$ cat src/rtl/mux_32_1_if.sv
// Read-port slice bus: 32 data bits and a 5-bit register select in, one selected bit out.
interface mux_32_1_if;
    logic [31:0] in;
    logic [4:0]  sel;
    logic        out;

    modport master (output in, output sel, input out);
    modport slave  (input in, input sel, output out);
endinterface

$ cat src/rtl/mux_32_1.sv
// Single-bit 32:1 read-port mux built as a not/and/or gate tree so read-path delay shows up
// in simulation; sel=k returns in[31-k]. Optional output flop with async active-high reset.
module mux_32_1_m4 #(
    parameter int DELAY = 50
) (
    input  wire [3:0] d,
    input  wire [1:0] s,
    input  wire [1:0] sn,
    output wire       y
);
    wire [3:0] t;

    // Each AND takes the raw/inverted select bits directly, keeping decode out of the data path.
    and #(DELAY) a0 (t[0], d[0], sn[1], sn[0]);
    and #(DELAY) a1 (t[1], d[1], sn[1], s[0]);
    and #(DELAY) a2 (t[2], d[2], s[1],  sn[0]);
    and #(DELAY) a3 (t[3], d[3], s[1],  s[0]);
    or  #(DELAY) o0 (y, t[0], t[1], t[2], t[3]);
endmodule

module mux_32_1 #(
    parameter int DELAY      = 50,
    parameter bit REGISTERED = 1'b0
) (
    input  logic        clk,
    input  logic        reset,
    mux_32_1_if.slave   bus
);
    // v[k] is register k's bit: the parent packs register 0 into in[31].
    wire [0:31] v;
    wire [4:0]  sn;
    wire [7:0]  l1;
    wire [1:0]  l2;
    wire [1:0]  t;
    wire        tree;
    logic       out_d, out_q;

    assign v = bus.in;

    for (genvar i = 0; i < 5; i++) begin : g_inv
        not #(DELAY) n (sn[i], bus.sel[i]);
    end

    for (genvar g = 0; g < 8; g++) begin : g_l1
        mux_32_1_m4 #(.DELAY(DELAY)) u_m4 (
            .d  ({v[4*g+3], v[4*g+2], v[4*g+1], v[4*g]}),
            .s  (bus.sel[1:0]),
            .sn (sn[1:0]),
            .y  (l1[g])
        );
    end

    for (genvar h = 0; h < 2; h++) begin : g_l2
        mux_32_1_m4 #(.DELAY(DELAY)) u_m4 (
            .d  (l1[4*h+3:4*h]),
            .s  (bus.sel[3:2]),
            .sn (sn[3:2]),
            .y  (l2[h])
        );
    end

    and #(DELAY) f0 (t[0], l2[0], sn[4]);
    and #(DELAY) f1 (t[1], l2[1], bus.sel[4]);
    or  #(DELAY) f2 (tree, t[0], t[1]);

    assign out_d = tree;

    always_ff @(posedge clk or posedge reset) begin
        if (reset) out_q <= 1'b0;
        else       out_q <= out_d;
    end

    // The flop is dead logic when REGISTERED=0; clk/reset then have no effect on out.
    assign bus.out = REGISTERED ? out_q : tree;
endmodule

$ cat src/flat_wrapper.sv
// flat-port wrapper written by rule: the top's interface ports become plain ports
module mux_32_1_flat 
#(
    parameter int DELAY      = 50,
    parameter bit REGISTERED = 1'b0
)
  (clk, reset, bus_in, bus_sel, bus_out);
  mux_32_1_if bus_i ();
  input  logic clk;
  input  logic reset;
  input wire logic [$bits(bus_i.in)-1:0] bus_in;
  input wire logic [$bits(bus_i.sel)-1:0] bus_sel;
  output wire logic [$bits(bus_i.out)-1:0] bus_out;
  assign bus_i.in = bus_in;
  assign bus_i.sel = bus_sel;
  assign bus_out = bus_i.out;
  mux_32_1 #(.DELAY(DELAY), .REGISTERED(REGISTERED)) u_core (.clk(clk), .reset(reset), .bus(bus_i));
endmodule
$ cat config.mk
export PLATFORM = sky130hd
export DESIGN_NAME = mux_32_1_flat
export DESIGN_NICKNAME = d
export VERILOG_FILES = /design/src/rtl/mux_32_1_if.sv /design/src/rtl/mux_32_1.sv /design/src/flat_wrapper.sv
export SDC_FILE = /design/constraint.sdc
export NUM_CORES = 1
export LEC_CHECK = 0
export BUFFER_PORTS_ARGS = -buffer_cell sky130_fd_sc_hd__buf_4
export CORE_AREA = 2 2 39 41
export DETAILED_ROUTE_END_ITERATION = 7
export DIE_AREA = 0 0 41 43
export GPL_ROUTABILITY_DRIVEN = 0
export SYNTH_ARGS = -nofsm -noshare
export SYNTH_HDL_FRONTEND = slang
export SYNTH_SLANG_ARGS = --single-unit
export TNS_END_PERCENT = 1
$ cat constraint.sdc
create_clock -name vclk -period 1.2
set_input_delay 0.06 -clock vclk [all_inputs]
set_output_delay 0.06 -clock vclk [all_outputs]
set_load 0.005 [all_outputs]
==> summary.md, run 1 <==
| Metric | Value |
|---|---|
| Failing checks | setup timing |
| Pre-CTS WS | -0.200 ns |
| Hold Crit Start | bus_sel[3] |
| First-pass GRT wire length | 1510 um |
| Placed inst area | 627 um2 |
| Final wirelength | 1090 um |
| Crit path max-delay family | multiplexers |
| CP Class | primary input to output pin |
| Synth area leader | mux4_1 |
| Critical Path Max Stage Delay | 0.49 ns |
| Pwr/cell area | 331 mW/mm2 |
| Routed length on met1 | around 420 um |
| YS warnings | 0 |
| Top Layer Used | met3 |
| CP endpoint kind | output pin |
| Vias | 399 |
| Remaining DRCs | 0 |
| Top post-synthesis cells by area | mux4_1, mux2_2, buf_6, mux2i_1, nand2_1 |
| Cell count after synthesis | 25 |
| Critical path's slowest cell | mux4_2 |
| Synth top cells by count | mux4_1, mux2_2, nand2_1, buf_6, mux2i_1 |
| Starting Density | between 20% and 30% |
| Met2 WL post-DR | ~430 um |
| Vias in the first global route | 389 |
| CP bufs+invs | 2 |
| Endpoints failing hold | 0 |
| Antenna cells | 0 |
| Number of port buffers | 38 |
| Syn_nets | 64 |
| Peak VDD IR | around 140 uV |
| Rows | 14 |
| Register area share after synthesis | 0% |
| Startpoint class of the critical path | primary input |
| Post-route setup slack | -0.0721 ns |
| Final slew viol count | 0 |
| Initial detailed-routing violation count | 0 |
| Worst EP arrival | between 1 and 1.5 ns |
| Via density | 4.87 |
| Max-cap violations | 0 |
| Finished Cell Area | approximately 640 um2 |
| Core area | 0.00138 mm2 |
| GR Overflow Total | 0 |
| Leak | 0.000312 uW |
| Most common cell in the netlist | mux4_1 |
| P&R area growth vs syn | 103% |
| Routed wl met3 | around 240 um |
| RSZ-0062 raised after global routing | yes |
| Routed len/inst | around 13 um |
| Overall die width | 41 um |
| Hold EP | bus_out |
| Status | finished, violations left |
| GR Util All Layers | 11.6% |
| Minimum clock period | about 1.3 ns |
| Die area | 0.00176 mm2 |
| Netlist cell types | 13 |
| Syn avg cell area | 12.6 um2 |
| Total Power | 212 uW |
| Worst Hold Class | primary input to output pin |
| Multi-input logic area | 283 um2 |
| Fill cell count | 146 |
| Crit path required time | around 1.1 ns |
| Seq Cell Count | 0 |
| Cell Area, Synth | about 310 um2 |
| Share of layout cells above drive strength 1 | 80.3% |
| CP Cell Sequence | buf_12 -> mux4_2 -> mux2_4 -> nand2_2 -> a32oi_1 -> buf_4 |
| Clock Buffer Count | 0 |
| I/O Pins | 40 |
| Hold Path Depth | 4 |
| Fin crit share | 106% |
| Largest net degree at the start of global routing | 8 |
| # nets final | 107 |
| Synth top area share | 50.2% |
| Max Freq | 786 MHz |
| Post-DRT Antenna Nets | 0 |
| Initial antenna violation count | 0 |
| CP Max Fanout | 7 |
| Final setup vio count | 1 |
| Total iterations of the first detailed-routing run | 1 |
| Seq. cell area | 0 um2 |
| Slew @ Worst Pin | 0.259 ns |
| Chip height | 43 um |
| Slew headroom | 82.5% |
## cell type report
| type | count | area share [%] |
|---|---|---|
| repair buffers | 43 | 52.5 |
| well taps | 16 | 3.14 |
| multi-input cells | 23 | 44.3 |
## worst min-delay path, delay by kind of cell
family	cells	cell delay [ns]
AOI/OAI and AO/OA	1	0.05
buffers and inverters	2	0.26
and+or+nand+nor	1	0.05
## cells in the final DEF (no fill, tap or decap)
cell	Yosys	layout
a211oi_1	1	1
nor4_1	1	1
a31oi_1	1	1
and2b_1	1	1
nand2_2	0	1
mux4_1	6	2
buf_4	0	42
o41ai_1	1	1
mux2_2	4	3
nor2_1	1	1
mux2i_1	2	2
nand2_1	3	2
a31o_2	1	1
a32oi_1	1	1
buf_12	0	1
mux4_2	0	4
mux2_4	0	1
## through the flow
step / util (%) / TNS, ns / hold slack, ns / std cells
after floorplan: - / 0 / 0.212 / 25
after global placement: 45.3 / -0.166 / 0.502 / 81
after detailed placement: 45.3 / -0.200 / 0.491 / 81
after CTS: 46.1 / -0.0811 / 0.495 / 82
after global routing: 46.1 / -0.127 / 0.519 / 82
final: 46.1 / -0.0721 / 0.490 / 82
## metal layers
layer | GRT usage, % | vias up
met5 | 0 | -
li1 | - | 196
met4 | 0 | 0
met3 | 4.19 | 0
met1 | 14.4 | 165
met2 | 19.7 | 38
## timing repair
| item | CTS | global route |
|---|---|---|
| setup buffers | 1 | 0 |
| pin swaps | 2 | 0 |
| resized for setup | 9 | 0 |
| endpoints found under the setup margin | 1 | 1 |
| hold buffers | 0 | 0 |
## worst max-delay path by stage
stage,from,end,slack [ns],cells past startpoint
after CTS,bus_sel[0],bus_out,-0.08,6
after global routing,bus_sel[0],bus_out,-0.13,6
final,bus_sel[0],bus_out,-0.07,6
after floorplan,bus_sel[0],bus_out,0.01,5
after detailed placement,bus_sel[0],bus_out,-0.20,6
after global placement,bus_sel[0],bus_out,-0.17,6
## power breakdown
| part | switching, uW | internal (uW) | total, uW |
|---|---|---|---|
| Sequential | 0 | 0 | 0 |
| Combinational | 57.5 | 154 | 212 |
| Clock | 0 | 0 | 0 |
## kinds of logic (layout without fill, tap and decap cells)
logic type	count (synthesis)	after routing	share of synthesized area, %
AO/OA/AOI/OAI	5	5	12.8
AND/OR/NAND/NOR	6	6	9.16
multiplexers	12	12	70.9
buffers and inverters	2	43	7.17
(Power assumes the default switching activity.)
==> run 2: changes to the inputs <==
--- a/config.mk
+++ b/config.mk
@@ -5,12 +5,15 @@
 export SDC_FILE = /design/constraint.sdc
 export NUM_CORES = 1
 export LEC_CHECK = 0
+export ABC_AREA = 1
 export BUFFER_PORTS_ARGS = -buffer_cell sky130_fd_sc_hd__buf_4
 export CORE_AREA = 2 2 39 41
 export DETAILED_ROUTE_END_ITERATION = 7
 export DIE_AREA = 0 0 41 43
 export GPL_ROUTABILITY_DRIVEN = 0
+export PLACE_DENSITY = 0.69
 export SYNTH_ARGS = -nofsm -noshare
 export SYNTH_HDL_FRONTEND = slang
+export SYNTH_HIERARCHICAL = 1
 export SYNTH_SLANG_ARGS = --single-unit
 export TNS_END_PERCENT = 1
==> run 2 against run 1 <==
The run now ends clean. Critical path type unchanged. Final cell count increased by 90%. Flip-flop and latch count unchanged. Core utilization is 6.0 points higher. Via count up 64%. Clock-buffer cell count unchanged. Fmax grew 22%.
==> summary.md, run 2 <==
| Metric | Value |
|---|---|
| YS warnings | 6 (+6) |
| Initial detailed-routing violation count | 2 (+2) |
| Seq Cell Count | 0 (unchanged) |
| Rows | 14 (unchanged) |
| Met2 WL post-DR | 620 um (+45%) |
| GR Util All Layers | 14.2% (+2.6 points) |
| Post-CTS Setup Bufs | 0 (-1) |
| Antenna cells | 0 (unchanged) |
| RSZ-0062 raised after global routing | no |
| Routed length on met1 | 487 um (+17%) |
| CP bufs+invs | 4 (+2) |
| Most used cell, CP | nand2_1 |
| Netlist cell types | 2 (-11) |
| Syn_nets | 137 (+110%) |
| Most common cell in the netlist | nand2_1 |
| Worst EP arrival | 0.98 ns (-0.23 ns) |
| CP Max Fanout | 9 (+2) |
| Final wirelength | 1220 um (+13%) |
| Leak | 0.000503 uW (+61%) |
| Vias | 655 (+64%) |
| Vias in the first global route | 540 (+39%) |
| Crit path required time | 1.14 ns (about the same) |
| Top Layer Used | met3 |
| Synth area leader | nand2_1 |
| Synth top cells by count | nand2_1, inv_1 |
| CP endpoint kind | output pin |
| Pwr/cell area | 327 mW/mm2 (-1.4%) |
| Remaining DRCs | 0 (unchanged) |
| Status | completed |
| Core area | 0.00138 mm2 (unchanged) |
| Cell count after synthesis | 98 (+290%) |
| Fill cell count | 171 (+17%) |
| CP Class | primary input to output pin |
| Initial antenna violation count | 0 (unchanged) |
| Share of layout cells above drive strength 1 | 30.7% (-50 points) |
| Die area | 0.00176 mm2 (unchanged) |
| Clock Buffer Count | 0 (unchanged) |
| Startpoint class of the critical path | primary input |
| Seq. cell area | 0 um2 (unchanged) |
| Fin crit share | 87.0% (-19 points) |
| Via density | 4.20 (-14%) |
| First-pass GRT wire length | 1900 um (+26%) |
| Hold Path Depth | 4 (unchanged) |
| Synth top area share | 94.9% (+45 points) |
| I/O Pins | 40 (unchanged) |
| CP Cell Sequence | buf_6 -> inv_4 -> buf_4 -> nand2_1 -> nand2_1 -> nand2_1 -> nand2_1 -> nand2_1 -> nand2_1 -> nand2_1 -> nand2_1 -> nand2_1 -> nand2_1 -> buf_4 |
| Peak VDD IR | 128 uV (-7.1%) |
| Overall die width | 41 um (unchanged) |
| Chip height | 43 um (unchanged) |
| Top post-synthesis cells by area | nand2_1, inv_1 |
| Final slew viol count | 0 (unchanged) |
| Largest net degree at the start of global routing | 11 (+3) |
| Routed len/inst | 7.85 um (-41%) |
| # nets final | 181 (+69%) |
| Worst Hold Class | primary input to output pin |
| Starting Density | 26.6% (+3.9 points) |
| Max Freq | 958 MHz (+22%) |
| Crit path max-delay family | simple AND/OR/NAND/NOR gates |
| Minimum clock period | 1.04 ns (-0.228 ns) |
| Setup TNS | 0 ns (+0.0721 ns) |
| Register area share after synthesis | 0% (unchanged) |
| Number of port buffers | 38 (unchanged) |
| Hpwl dp | 1020 um |
| Critical Path Max Stage Delay | 0.15 ns (-0.34 ns) |
| Cell Area, Synth | 368 um2 (+17%) |
| P&R area growth vs syn | 95.9% |
| Post-DRT Antenna Nets | 0 (unchanged) |
| Critical path's slowest cell | buf_4 |
| Crit path depth | 14 (+8) |
| Most frequent cells in the layout | nand2_1, buf_4, buf_6, inv_1, inv_4 |
| Most common cell after layout, fill and taps aside | nand2_1 |
| Endpoints failing hold | 0 (unchanged) |
| Final core occ | 52.1% (+6.0 points) |
| Slew headroom | 84.2% (+1.7 points) |
| # hold bufs at CTS | 0 (unchanged) |
| Slew @ Worst Pin | 0.236 ns (-0.0229 ns) |
| Max-cap violations | 0 (unchanged) |
| Final setup vio count | 0 (-1) |
| Syn avg cell area | 3.75 um2 (-70%) |
| Total iterations of the first detailed-routing run | 2 (+1) |
| CTS resizes | 0 (-9) |
| Routed wl met3 | 117 um (-51%) |
| GR Overflow Total | 0 (unchanged) |
## run 2: changes by cell type after synthesis, moves of 2 or more
| cell | previous run | this run |
|---|---|---|
| mux4_1 | 6 | 0 |
| inv_1 | 0 | 5 |
| mux2_2 | 4 | 0 |
| mux2i_1 | 2 | 0 |
| buf_6 | 2 | 0 |
| nand2_1 | 3 | 93 |
## run 2: cell type report
cell class	count	area, um2	area share [%]
repair buffers	42	330	45.8
inverters	5	21.3	2.95
multi-input cells	93	349	48.4
well taps	16	20.0	2.78
## run 2: path summary, 6_finish.rpt
| check | start | to | slack, ns |
|---|---|---|---|
| setup / recovery | bus_sel[0] | bus_out | 0.16 |
| hold / removal | bus_sel[4] | bus_out | 0.40 |
## run 2: routing by layer
metal	track usage (%)	up-vias
li1	-	374
met1	17.7	253
met2	26.6	28
met3	0.524	0
met4	0	0
met5	0	-
## run 2: power breakdown
part	internal (uW)	switching, uW
sequential	0	0
combinational	137	98.8
clock	0	0
## run 2: through the flow
stage / hold slack [ns] / cell area (um2) / instances / power, uW / setup WS (ns)
after global placement: 0.391 / 696 / 155 / 225 / 0.0892
final: 0.401 / 721 / 156 / 236 / 0.156
after floorplan: 0.216 / 368 / 98 / 95.6 / 0.323
after detailed placement: 0.406 / 696 / 155 / 228 / 0.0667
after CTS: 0.406 / 696 / 155 / 229 / 0.0621
after global routing: 0.440 / 721 / 156 / 267 / 0.0114
## run 2: logic make-up after synthesis
family / Yosys count / share of synthesized area, %
buf+inv: 5 / 5.10
simple gates: 93 / 94.9
